[src/rtl/tt_check_pkg.sv]
// Shared types and constants for the truth-table response checker.
// Holds the run state enum, MISR constants and the rows() helper.
package tt_check_pkg;

  typedef enum logic [1:0] {
    IDLE = 2'd0,
    RUN  = 2'd1,
    DONE = 2'd2
  } state_e;

  localparam logic [15:0] MISR_POLY = 16'h1021;
  localparam logic [15:0] MISR_SEED = 16'hFFFF;

  function automatic int rows(input int n);
    return 1 << n;
  endfunction

endpackage

[src/rtl/tt_misr16.sv]
// Serial 16-bit MISR compacting one bit per enabled cycle.
// Ports: clk, rst_n, en (shift in din), clr (load seed), din, sig.
module tt_misr16
  import tt_check_pkg::*;
(
  input  logic        clk,
  input  logic        rst_n,
  input  logic        en,
  input  logic        clr,
  input  logic        din,
  output logic [15:0] sig
);

  logic fb;

  assign fb = sig[15] ^ din;

  always_ff @(posedge clk or negedge rst_n) begin
    if (!rst_n) begin
      sig <= 16'h0000;
    end else if (clr) begin
      sig <= MISR_SEED;
    end else if (en) begin
      sig <= {sig[14:0], 1'b0} ^ (fb ? MISR_POLY : 16'h0000);
    end
  end

endmodule

[config.mk]
export PLATFORM = sky130hd
export DESIGN_NAME = tt_misr16
export DESIGN_NICKNAME = d
export VERILOG_FILES = /design/src/rtl/tt_check_pkg.sv /design/src/rtl/tt_misr16.sv
export SDC_FILE = /design/constraint.sdc
export NUM_CORES = 1
export LEC_CHECK = 0
export CORE_AREA = 2 2 46 48
export DETAILED_ROUTE_END_ITERATION = 10
export DIE_AREA = 0 0 48 50
export PLACE_DENSITY = 0.69
export SETUP_SLACK_MARGIN = 0.3
export SLEW_MARGIN = 30
export SYNTH_ARGS = -nofsm -noshare
export SYNTH_HDL_FRONTEND = slang
export SYNTH_SLANG_ARGS = --single-unit
[constraint.sdc]
create_clock -name clk -period 1.3 [get_ports clk]
set_clock_uncertainty 0.1 [all_clocks]
set_input_delay 0.13 -clock clk [delete_from_list [all_inputs] [get_ports clk]]
set_output_delay 0.13 -clock clk [all_outputs]
set_load 0.05 [all_outputs]
# After elaboration in Yosys (flattened, before gate mapping)
# Index checks and enable logic that the tools add are counted.
# totals
output_inout_bits,16
wordCells,7
register_bits,16
input_bits,5
# op_classes
bitwise,2
n_mux,3
reduce_logical,1
# ops
op,count
$mux 16,2
$xor 16x13->16,1
$mux 13,1
$reduce_bool 2->1,1
$xor 1x1->1,1

# Depth between registers and ports, before layout
# Gate-level depths: netlist of the first run.
# logic_depth
ltp_word,5
mapped_depth,3
ltp_nobuf,2

# Least setup slack after synthesis of the first run
# OpenSTA, ideal clock, no wires.
# synth_path
path_type,reg2reg
from,reg sig[15]
to,reg sig[5]
required_ns,1.076
arrival_time_ns,1.385
synth_period_minus_slack_ns,1.609
setup_slack_ns,-0.309
path_buffers,0
path_stages_with_launch,3
setup_ns,0.124
path_cell_list,dfrtp_1 > xor3_1 > a211o_1
# synth_between
elab_chain_len,5
# synth_rtl
element,line_no,rtl
start: declaration,tt_misr16.sv:11,output logic [15:0] sig
start signal: assignment,tt_misr16.sv:24,"sig <= {sig[14:0], 1'b0} ^ (fb ? MISR_POLY : 16'h0000);"
$xor 1x1->1,tt_misr16.sv:16,assign fb = sig[15] ^ din;
$mux 13,tt_misr16.sv:24,
$xor 16x13->16,tt_misr16.sv:24,
$mux 16,tt_misr16.sv:23,end else if (en) begin
$mux 16,tt_misr16.sv:21,end else if (clr) begin
# No other way between the ends. The select of a mux whose other input is x is not followed.
# A chain may end at the register's enable or synchronous reset.

# Worst setup path in the final report of the first run
# layout_path
from,reg sig[4]
to,reg sig[5]
# layout_between
elab_chain_len,3
# layout_rtl
element,line_no
$xor 16x13->16,tt_misr16.sv:24
$mux 16,tt_misr16.sv:23
$mux 16,tt_misr16.sv:21
# No other way between the ends. The select of a mux whose other input is x is not followed.

==> run_results.csv, run 1 <==
group,metric,value,unit
worst_setup_path,worst_setup_path_end_kind,"register",
worst_setup_path,critPathLaunchType,"register",
logic_synthesis,synth_top_area_share,55.6,%
logic_synthesis,ys_top_cells_by_area,"dfrtp_1 (56%), a211o_1 (19%), nor2b_1 (14%)",
finish,areaGrowthSynthToFinish,78.6,%
timing,fin_crit_sh,95.2,%
cts,numClockSinks,16,
worst_setup_path,crit_required,1.38,ns
power_and_ir_drop,combPwrFrac,34.4,%
timing,finalHoldViolCount,0,
timing,setup_viol_count_final,0,
logic_synthesis,synth_common_cells,"a211o_1 (16), dfrtp_1 (16), nor2b_1 (16), buf_2 (4), xor3_1 (2)",
die,io_pins,21,
logic_synthesis,ys_seq_area_share,55.6,%
timing,fin_ws,0.0630,ns
worst_setup_path,slowest_delay,0.43,ns
finish,drive_gt1_share,56.0,%
worst_setup_path,path_max_fanout,2,
power_and_ir_drop,pwr-share-seq,45.0,%
place,portBuffers,20,
logic_synthesis,syn-num-nets,61,
cts,clkTransAtPathRegs,0.09,ns
grt,overflow,0,
finish,post-route-util,67.7,%
logic_synthesis,synthFlopType,"dfrtp_1",
cts,tritoncts,"yes",
timing,tightest_slew,0.200,ns
timing,slew_headroom,86.6,%
cts,insertion_delay,0.28,ns
logic_synthesis,yosysTopAreaCell,"dfrtp_1",
logic_synthesis,synth_top_family_by_area,"compound AO/OA/AOI/OAI gates",
die,rows,16,
place,placed_area,1170,sq um
place,place_hpwl,1030,microns
power_and_ir_drop,clock_power_share,20.6,%
logic_synthesis,syn_area_per_cell,12.9,sq um
logic_synthesis,synthArstFlopShare,100,%
detailed_routing,vias,525,
logic_synthesis,yosys.area_share.simple,13.9,%
grt,grt_util_all_layers,15.8,%
place,place_congestion,0.683,
finish,largest_register,"sig",
logic_synthesis,ys_ff_latch,16,
logic_synthesis,synth_edf_count,0,
logic_synthesis,netlist_area,721,sq um
die,dieArea,2400,sq um
cts,clockBufferDepth,2,
worst_hold_path,hold_path.class,"in -> async",
worst_setup_path,reg2reg_depth,2,
cts,cts_buffers,3,
finish,layout.nets,90,
worst_setup_path,crit_chain,"xor3_1 > a211o_1",
detailed_routing,postRouteAntennaNets,0,
logic_synthesis,synth_compound_area_share,19.4,%
logic_synthesis,synthXorXnorAreaFrac,7.81,%
detailed_routing,drt-total-wl,1590,microns
timing,rsz0062_at_grt,"yes",
detailed_routing,drtIter0Drc,7,
die,die_width,48,microns
status,status,"finished, final reports clean",
power_and_ir_drop,ir_drop,612,uV
power_and_ir_drop,power_density,1010,nW/um^2
timing,drv_slew,0,
place,dp_slack,-0.226,ns
grt,grt_pass1_wl,2630,microns
worst_setup_path,r2r-start,"sig[4]",
power_and_ir_drop,p_sw,0.398,mW
cts,ctsRootBufferMaster,"clkbuf_4",
die,dieHeight,50,microns
job,cap_violations,0,
detailed_routing,avgViaCountPerCell,4.73,
logic_synthesis,synth.distinct_cells,7,
logic_synthesis,ys_warn_count,0,
grt,grt_max_degree,17,
detailed_routing,drt_first_pass_iters,4,
finish,largest_reg_flops,16,
logic_synthesis,synth_fa_ha_area_share,0,%
logic_synthesis,synthCells,56,
die,core,1900,sq um
timing,fmaxAchievable,808,MHz
worst_setup_path,path_class,"reg -> reg",
finish,reg.largest.list,"sig x16",
cts,ctsHtreeMaxLevel,1,
power_and_ir_drop,leakage,0.579,nW
grt,grt_pass1_vias,566,
power_and_ir_drop,intPower,0.899,mW
die,initial_core_util,37.9,%
finish,final_cell_area,1290,sq um
detailed_routing,post_drt_wl_per_cell,14.3,microns
grt,antenna_found_initial,0,
cts,hold_buffers,0,
worst_setup_path,crit_slowest_cell,"dfrtp_2",
finish,diodes,0,
worst_setup_path,startpoint,"sig[4]",
timing,min_period,1.24,ns
worst_setup_path,arrival,1.31,ns
worst_setup_path,r2r-end,"sig[5]",
logic_synthesis,synthMuxAreaShare,0,%
worst_setup_path,r2r_setup_slack,0.06,ns
detailed_routing,drc_errors,0,
power_and_ir_drop,p_sw_share,30.7,%
## cell type report
cell class              count  area (sq um)
repair buffers             29           475
well taps                  27          33.8
multi-input cells          35           334
flip-flops and latches     16           418
fillers                   149           614
clock buffers               4          26.3
## how the worst max path moves through the flow
stage	cells past startpoint	endpoint	slack, ns
after floorplan	2	sig[5]	-0.05
final	2	sig[5]	0.06
after detailed placement	3	sig[5]	-0.23
after CTS	2	sig[11]	0.06
after global routing	2	sig[12]	0.02
after global placement	3	sig[5]	-0.22
## stage by stage
step / std cells / total power, mW / hold slack (ns) / setup TNS (ns)
after floorplan: 56 / 0.782 / -0.266 / -0.0954
after global placement: 104 / 0.993 / 0.370 / -0.704
after detailed placement: 104 / 1.00 / 0.367 / -0.967
after CTS: 111 / 1.29 / 0.0607 / 0
after global routing: 111 / 1.35 / 0.0777 / 0
final: 111 / 1.30 / 0.0557 / 0
## power groups by stage
stage | clock (mW) | combinational, mW | sequential, mW
floorplan | 0 | 0.0927 | 0.689
global placement | 0 | 0.402 | 0.591
detailed placement | 0 | 0.408 | 0.592
CTS | 0.277 | 0.434 | 0.583
global route | 0.297 | 0.469 | 0.589
finish | 0.268 | 0.446 | 0.583
## kinds of logic after synthesis
logic type                Yosys count
and+or+nand+nor                    16
DFF                                16
xor gates and xnor gates            3
buffers and inverters               5
AOI/OAI and AO/OA                  16
## cell usage in the layout, fill, tap and decap left out
cell             Yosys  final
clkbuf_4             0      3
buf_12               0     17
xor3_1               2      2
bufbuf_16            0      1
dfrtp_2              0     14
nor2b_4              0      5
buf_4                0      4
dfrtp_1             16      2
clkdlybuf4s50_1      0      3
a211o_1             16     16
nor2b_1             16     11
clkbuf_1             1      1
xor2_1               1      1
dlygate4sd2_1        0      1
buf_6                0      3
## worst max-delay path: cells and delay by family, from the launching register on
family	cells	cell delay, ns
xor+xnor	1	0.34
compound gates	1	0.26
flops	1	0.43
## what timing repair did
item / in CTS / in global routing
gates cloned: 1 / 0
setup endpoints to repair: 32 / 32
gates resized for setup: 3 / 10
pin swaps: 2 / 0
setup buffers: 2 / 0
## routing by layer
metal	vias to the layer above	part of all wire [%]	GRT usage (%)
met4	0	1.3	6.76
li1	253	-	-
met1	256	41	20.6
met5	-	0	0
met3	2	3.7	4.76
met2	14	54	23.8
Note: power is estimated with default switching activity, not from simulation.
==> inputs of run 2 (changes only) <==
Settings changed: ABC_AREA from default to 1.
==> run 2 against run 1 <==
  * Sequential power down 9.8%
  * First-iteration DRC count up 29%
  * Final area up 9.7%
  * Critical path type is now reg -> out
  * Largest power group unchanged
==> run_results.csv, run 2 <==
group,metric,value,unit
status,status,"finished, final reports clean",
die,initial_core_util,38.1,%
finish,layout.nets,110,
logic_synthesis,synthArstFlopShare,100,%
worst_setup_path,slowest_delay,0.45,ns
finish,stdcell_count,131,
worst_setup_path,crit_required,1.07,ns
cts,cts_buffers,3,
power_and_ir_drop,power,1.11,mW
finish,drive_gt1_share,76.9,%
finish,areaGrowthSynthToFinish,95.0,%
logic_synthesis,synth_fa_ha_area_share,0,%
finish,final_common_cell,"buf_12",
worst_setup_path,critPathLaunchType,"register",
die,dieArea,2400,sq um
logic_synthesis,ys_seq_area_share,55.3,%
die,io_pins,21,
worst_setup_path,path_max_fanout,3,
worst_hold_path,hold_path.class,"in -> async",
place,portBuffers,20,
grt,grt_pass1_vias,663,
logic_synthesis,synth.distinct_cells,11,
logic_synthesis,synth_compound_area_share,22.5,%
worst_setup_path,worst_setup_path_end_kind,"output port",
cts,numClockSinks,16,
detailed_routing,vias,620,
logic_synthesis,synthXorXnorAreaFrac,0,%
timing,setup_viol_count_final,0,
logic_synthesis,synth_edf_count,0,
logic_synthesis,synth_top_area_share,55.3,%
finish,largest_register,"sig",
logic_synthesis,ys_top_cells_by_area,"dfrtp_1 (55%), a22oi_2 (16%), inv_1 (8.3%)",
timing,drv_slew,0,
finish,post-route-util,74.3,%
worst_setup_path,path_class,"reg -> out",
timing,rsz0062_at_grt,"yes",
grt,overflow,0,
worst_setup_path,crit_chain,"buf_12",
logic_synthesis,yosys.area_share.simple,10.9,%
grt,grt_util_all_layers,17.8,%
timing,finalHoldViolCount,0,
timing,final.setup.tns,0,ns
logic_synthesis,synthMuxAreaShare,0,%
cts,ctsHtreeMaxLevel,1,
worst_setup_path,crit_slowest_cell,"dfrtp_2",
cts,ctsRootBufferMaster,"clkbuf_4",
worst_setup_path,arrival,0.90,ns
timing,fmaxAchievable,881,MHz
die,die_width,48,microns
timing,holdWs,0.0434,ns
timing,tightest_slew,0.203,ns
place,place_hpwl,1220,microns
cts,insertion_delay,0.29,ns
power_and_ir_drop,power_density,784,nW/um^2
logic_synthesis,ys_warn_count,0,
die,rows,16,
job,cap_violations,0,
grt,grt_max_degree,17,
logic_synthesis,syn-num-nets,72,
finish,diodes,0,
logic_synthesis,synthCells,67,
logic_synthesis,synth_common_cells,"dfrtp_1 (16), inv_1 (16), a22oi_2 (9), nand2_1 (7), nand3_1 (6)",
logic_synthesis,syn_area_per_cell,10.8,sq um
grt,antenna_found_initial,0,
cts,clkTransAtPathRegs,0.10,ns
finish,largest_reg_flops,16,
worst_setup_path,critPathTopFamily,"flip-flops",
detailed_routing,postRouteAntennaNets,0,
die,dieHeight,50,microns
die,core,1900,sq um
place,dp.cells,118,
detailed_routing,avgViaCountPerCell,4.73,
grt,grt_pass1_wl,2990,microns
detailed_routing,drt-total-wl,2010,microns
timing,fin_crit_sh,87.3,%
logic_synthesis,yosysTopAreaCell,"dfrtp_1",
detailed_routing,drt_first_pass_iters,4,
detailed_routing,drtIter0Drc,9,
detailed_routing,drc_errors,0,
logic_synthesis,synth_top_family_by_area,"compound AO/OA/AOI/OAI gates",
logic_synthesis,netlist_area,724,sq um
power_and_ir_drop,ir_drop,598,uV
logic_synthesis,ys_ff_latch,16,
worst_setup_path,cp.buffers_inverters,1,
detailed_routing,post_drt_wl_per_cell,15.3,microns
cts,clockBufferDepth,2,
logic_synthesis,synthFlopType,"dfrtp_1",
place,place_congestion,0.755,
power_and_ir_drop,leakage,0.670,nW
cts,hold_buffers,0,
cts,tritoncts,"yes",
finish,final_cell_mix,"buf_12 (18), dfrtp_2 (16), inv_1 (13)",
finish,reg.largest.list,"sig x16",
timing,slew_headroom,86.4,%
timing,min_period,1.13,ns
## run 2: repair_timing
action,CTS,global route
resized for setup,15,12
cloned,1,0
setup buffers,7,1
pin swaps,4,4
setup endpoints to repair,31,22
## run 2: path summary, 6_finish.rpt
check | from | to | slack, ns | cells after the start
setup / recovery | sig[15] | sig[15] | 0.17 | 1
hold / removal | rst_n | sig[5] | 0.04 | 2
setup reg to reg | sig[15] | sig[12] | 0.22 | 6
hold reg to reg | sig[5] | sig[5] | 0.47 | 2
max in group asynchronous | rst_n | sig[4] | 0.85 | 2
min in group clk | en | sig[5] | 0.28 | 4
## run 2: worst register-to-register path: stages, from the launching register on
cell     delay (ns)
dfrtp_2        0.45
buf_6          0.15
inv_8          0.06
nand2_4        0.06
nand3_2        0.07
nand3_2        0.08
nand2_1        0.06
## run 2: cells by family (layout without fill, tap and decap cells)
logic type | after synthesis | count (layout)
simple gates | 17 | 17
flops | 16 | 16
compound gates | 16 | 16
buf+inv | 18 | 55
## run 2: final cells by class
cell class / instances / area (sq um)
Clock buffer: 4 / 36.3
Fill cell: 118 / 489
Inverter: 16 / 67.6
Multi-Input combinational cell: 33 / 323
Sequential cell: 16 / 420
Tap cell: 27 / 33.8
Timing Repair Buffer: 35 / 532
## run 2: power breakdown
part,switching [mW],internal [mW]
combinational,0.126,0.116
clock,0.168,0.171
sequential,0.0144,0.512
total,0.309,0.799
## run 2: through the flow
| stage | worst slack (ns) | instance area (sq um) |
|---|---|---|
| 2_1_floorplan | 0.227 | 747 |
| 3_3_place_gp | -0.0661 | 1190 |
| 3_5_place_dp | -0.113 | 1190 |
| 4_1_cts | 0.163 | 1360 |
| 5_1_grt | 0.153 | 1410 |
| 6_report | 0.165 | 1410 |
## run 2: per-layer routing
layer / track usage, % / vias to the layer above / part of all wire, %
met4: 6.76 / 0 / 1.4
met1: 22.5 / 303 / 41
met3: 2.20 / 4 / 3.0
li1: - / 297 / -
met2: 29.6 / 16 / 55
met5: 0 / - / 0
==> inputs of run 3 (changes only) <==
Settings changed: PLACE_DENSITY 0.69 to default, PLACE_DENSITY_LB_ADDON from default to 0.2.
==> run 3 against run 2 <==
  * Final cell count shrank 2.3%
  * Maximum frequency shrank 0.71%
  * Sequential power is essentially flat
  * Register-to-register slack lost 0.04 ns
  * Critical path depth is the same
  * Total power shrank 8.3%
  * First-iteration DRC count shrank 56%
  * Largest cell class unchanged
==> run_results.csv, run 3 (same netlist as run 2, synthesis figures left out) <==
group,metric,value,unit
status,status,"finished, final reports clean",
timing,finalHoldViolCount,0,
timing,fin_crit_sh,87.9,%
detailed_routing,route.met2.wl,937,microns
finish,largest_register,"sig",
timing,final.setup.tns,0,ns
cts,ctsRootBufferMaster,"clkbuf_4",
worst_setup_path,crit_required,1.07,ns
die,die_width,48,microns
finish,reg.largest.list,"sig x16",
detailed_routing,vias,608,
job,cap_violations,0,
timing,setup_viol_count_final,0,
worst_setup_path,r2r-start,"sig[15]",
place,place_hpwl,1150,microns
finish,layout.nets,108,
finish,largest_reg_flops,16,
worst_setup_path,startpoint,"sig[15]",
detailed_routing,drtIter0Drc,4,
worst_setup_path,crit_slowest_cell,"dfrtp_2",
worst_setup_path,r2r-end,"sig[5]",
worst_setup_path,path_max_fanout,3,
power_and_ir_drop,ir_drop,470,uV
grt,grt_pass1_vias,680,
grt,grt_util_all_layers,16.9,%
detailed_routing,routed-wl-met3,48,microns
die,initial_core_util,38.1,%
timing,fin_ws,0.157,ns
worst_setup_path,arrival,0.91,ns
detailed_routing,drt-total-wl,1810,microns
cts,clkTransAtPathRegs,0.10,ns
detailed_routing,wl_met1,754,microns
die,io_pins,21,
detailed_routing,highest_layer,"met4",
finish,areaGrowthSynthToFinish,83.1,%
die,dieArea,2400,sq um
place,dp.cells,118,
worst_setup_path,r2r_setup_slack,0.18,ns
timing,slew_headroom,86.2,%
power_and_ir_drop,leakage,0.614,nW
cts,ctsHtreeMaxLevel,1,
detailed_routing,post_drt_wl_per_cell,14.1,microns
detailed_routing,postRouteAntennaNets,0,
grt,grt_max_degree,17,
cts,hold_buffers,0,
worst_setup_path,crit_chain,"buf_12",
cts,clockBufferDepth,2,
grt,overflow,0,
detailed_routing,avgViaCountPerCell,4.75,
worst_setup_path,critPathTopFamily,"flip-flops",
die,rows,16,
place,portBuffers,20,
die,core,1900,sq um
worst_setup_path,worst_setup_path_end_kind,"output port",
worst_setup_path,crit_cells,1,
place,place_congestion,0.758,
timing,min_period,1.14,ns
timing,rsz0062_at_grt,"yes",
worst_setup_path,reg2reg_depth,5,
cts,insertion_delay,0.29,ns
detailed_routing,drt_first_pass_iters,2,
cts,cts_buffers,3,
timing,fmaxAchievable,875,MHz
finish,stdcell_count,128,
power_and_ir_drop,power,1.02,mW
timing,tightest_slew,0.208,ns
place,dp_slack,-0.0568,ns
die,dieHeight,50,microns
finish,diodes,0,
worst_setup_path,path_class,"reg -> out",
finish,drive_gt1_share,73.3,%
worst_hold_path,hold_path.class,"in -> async",
finish,final_cell_mix,"buf_12 (17), dfrtp_2 (16), inv_1 (13)",
timing,drv_slew,0,
finish,final_common_cell,"buf_12",
worst_setup_path,critPathLaunchType,"register",
finish,fillCellCount,138,
grt,grt_pass1_wl,2840,microns
worst_setup_path,cp.buffers_inverters,1,
worst_setup_path,slowest_delay,0.46,ns
power_and_ir_drop,power_density,766,nW/um^2
grt,antenna_found_initial,0,
cts,tritoncts,"yes",
detailed_routing,drc_errors,0,
cts,numClockSinks,16,
run 3: cell types whose count changed in the layout (fill, tap and decap cells not counted), sizes merged:
cell	previous run	this run
clkbuf	4	3
bufbuf	1	0
buf	30	29
clkdlybuf4s50	2	3
dlygate4sd2	2	1
run 3: worst max-delay path by stage:
stage,to,slack (ns)
final,sig[15],0.16
after global routing,sig[5],0.13
after CTS,sig[15],0.17
after detailed placement,sig[13],-0.06
after global placement,sig[15],-0.04
after floorplan,sig[12],0.23
run 3: final cells by class:
cell class                      count  area, sq um  area share, %
Clock buffer                        3         22.5           1.70
Inverter                           16         65.1           4.91
Multi-Input combinational cell     33          300           22.6
Sequential cell                    16          420           31.7
Tap cell                           27         33.8           2.55
Timing Repair Buffer               33          484           36.5
run 3: power breakdown:
| part | switching (mW) | internal [mW] |
|---|---|---|
| combinational | 0.119 | 0.0981 |
| clock | 0.164 | 0.108 |
| sequential | 0.0142 | 0.512 |
run 3: through the flow:
stage	cell area (sq um)	hold slack (ns)	utilization (%)
6_report	1330	0.0570	69.7
5_1_grt	1330	0.0705	69.7
4_1_cts	1290	0.0713	68.1
3_5_place_dp	1180	0.384	61.8
3_3_place_gp	1180	0.370	61.8
2_1_floorplan	747	-0.266	-
run 3: routing by layer:
layer | global-route usage, % | vias to the layer above
li1 | - | 289
met1 | 21.0 | 293
met2 | 25.8 | 19
met3 | 3.30 | 7
met4 | 10.4 | 0
met5 | 0 | -
run 3: what timing repair did:
action | in CTS | in global routing
gates cloned | 0 | 0
pin swaps | 0 | 4
gates resized for setup | 14 | 7
endpoints found under the setup margin | 32 | 23
buffers inserted | 7 | 0
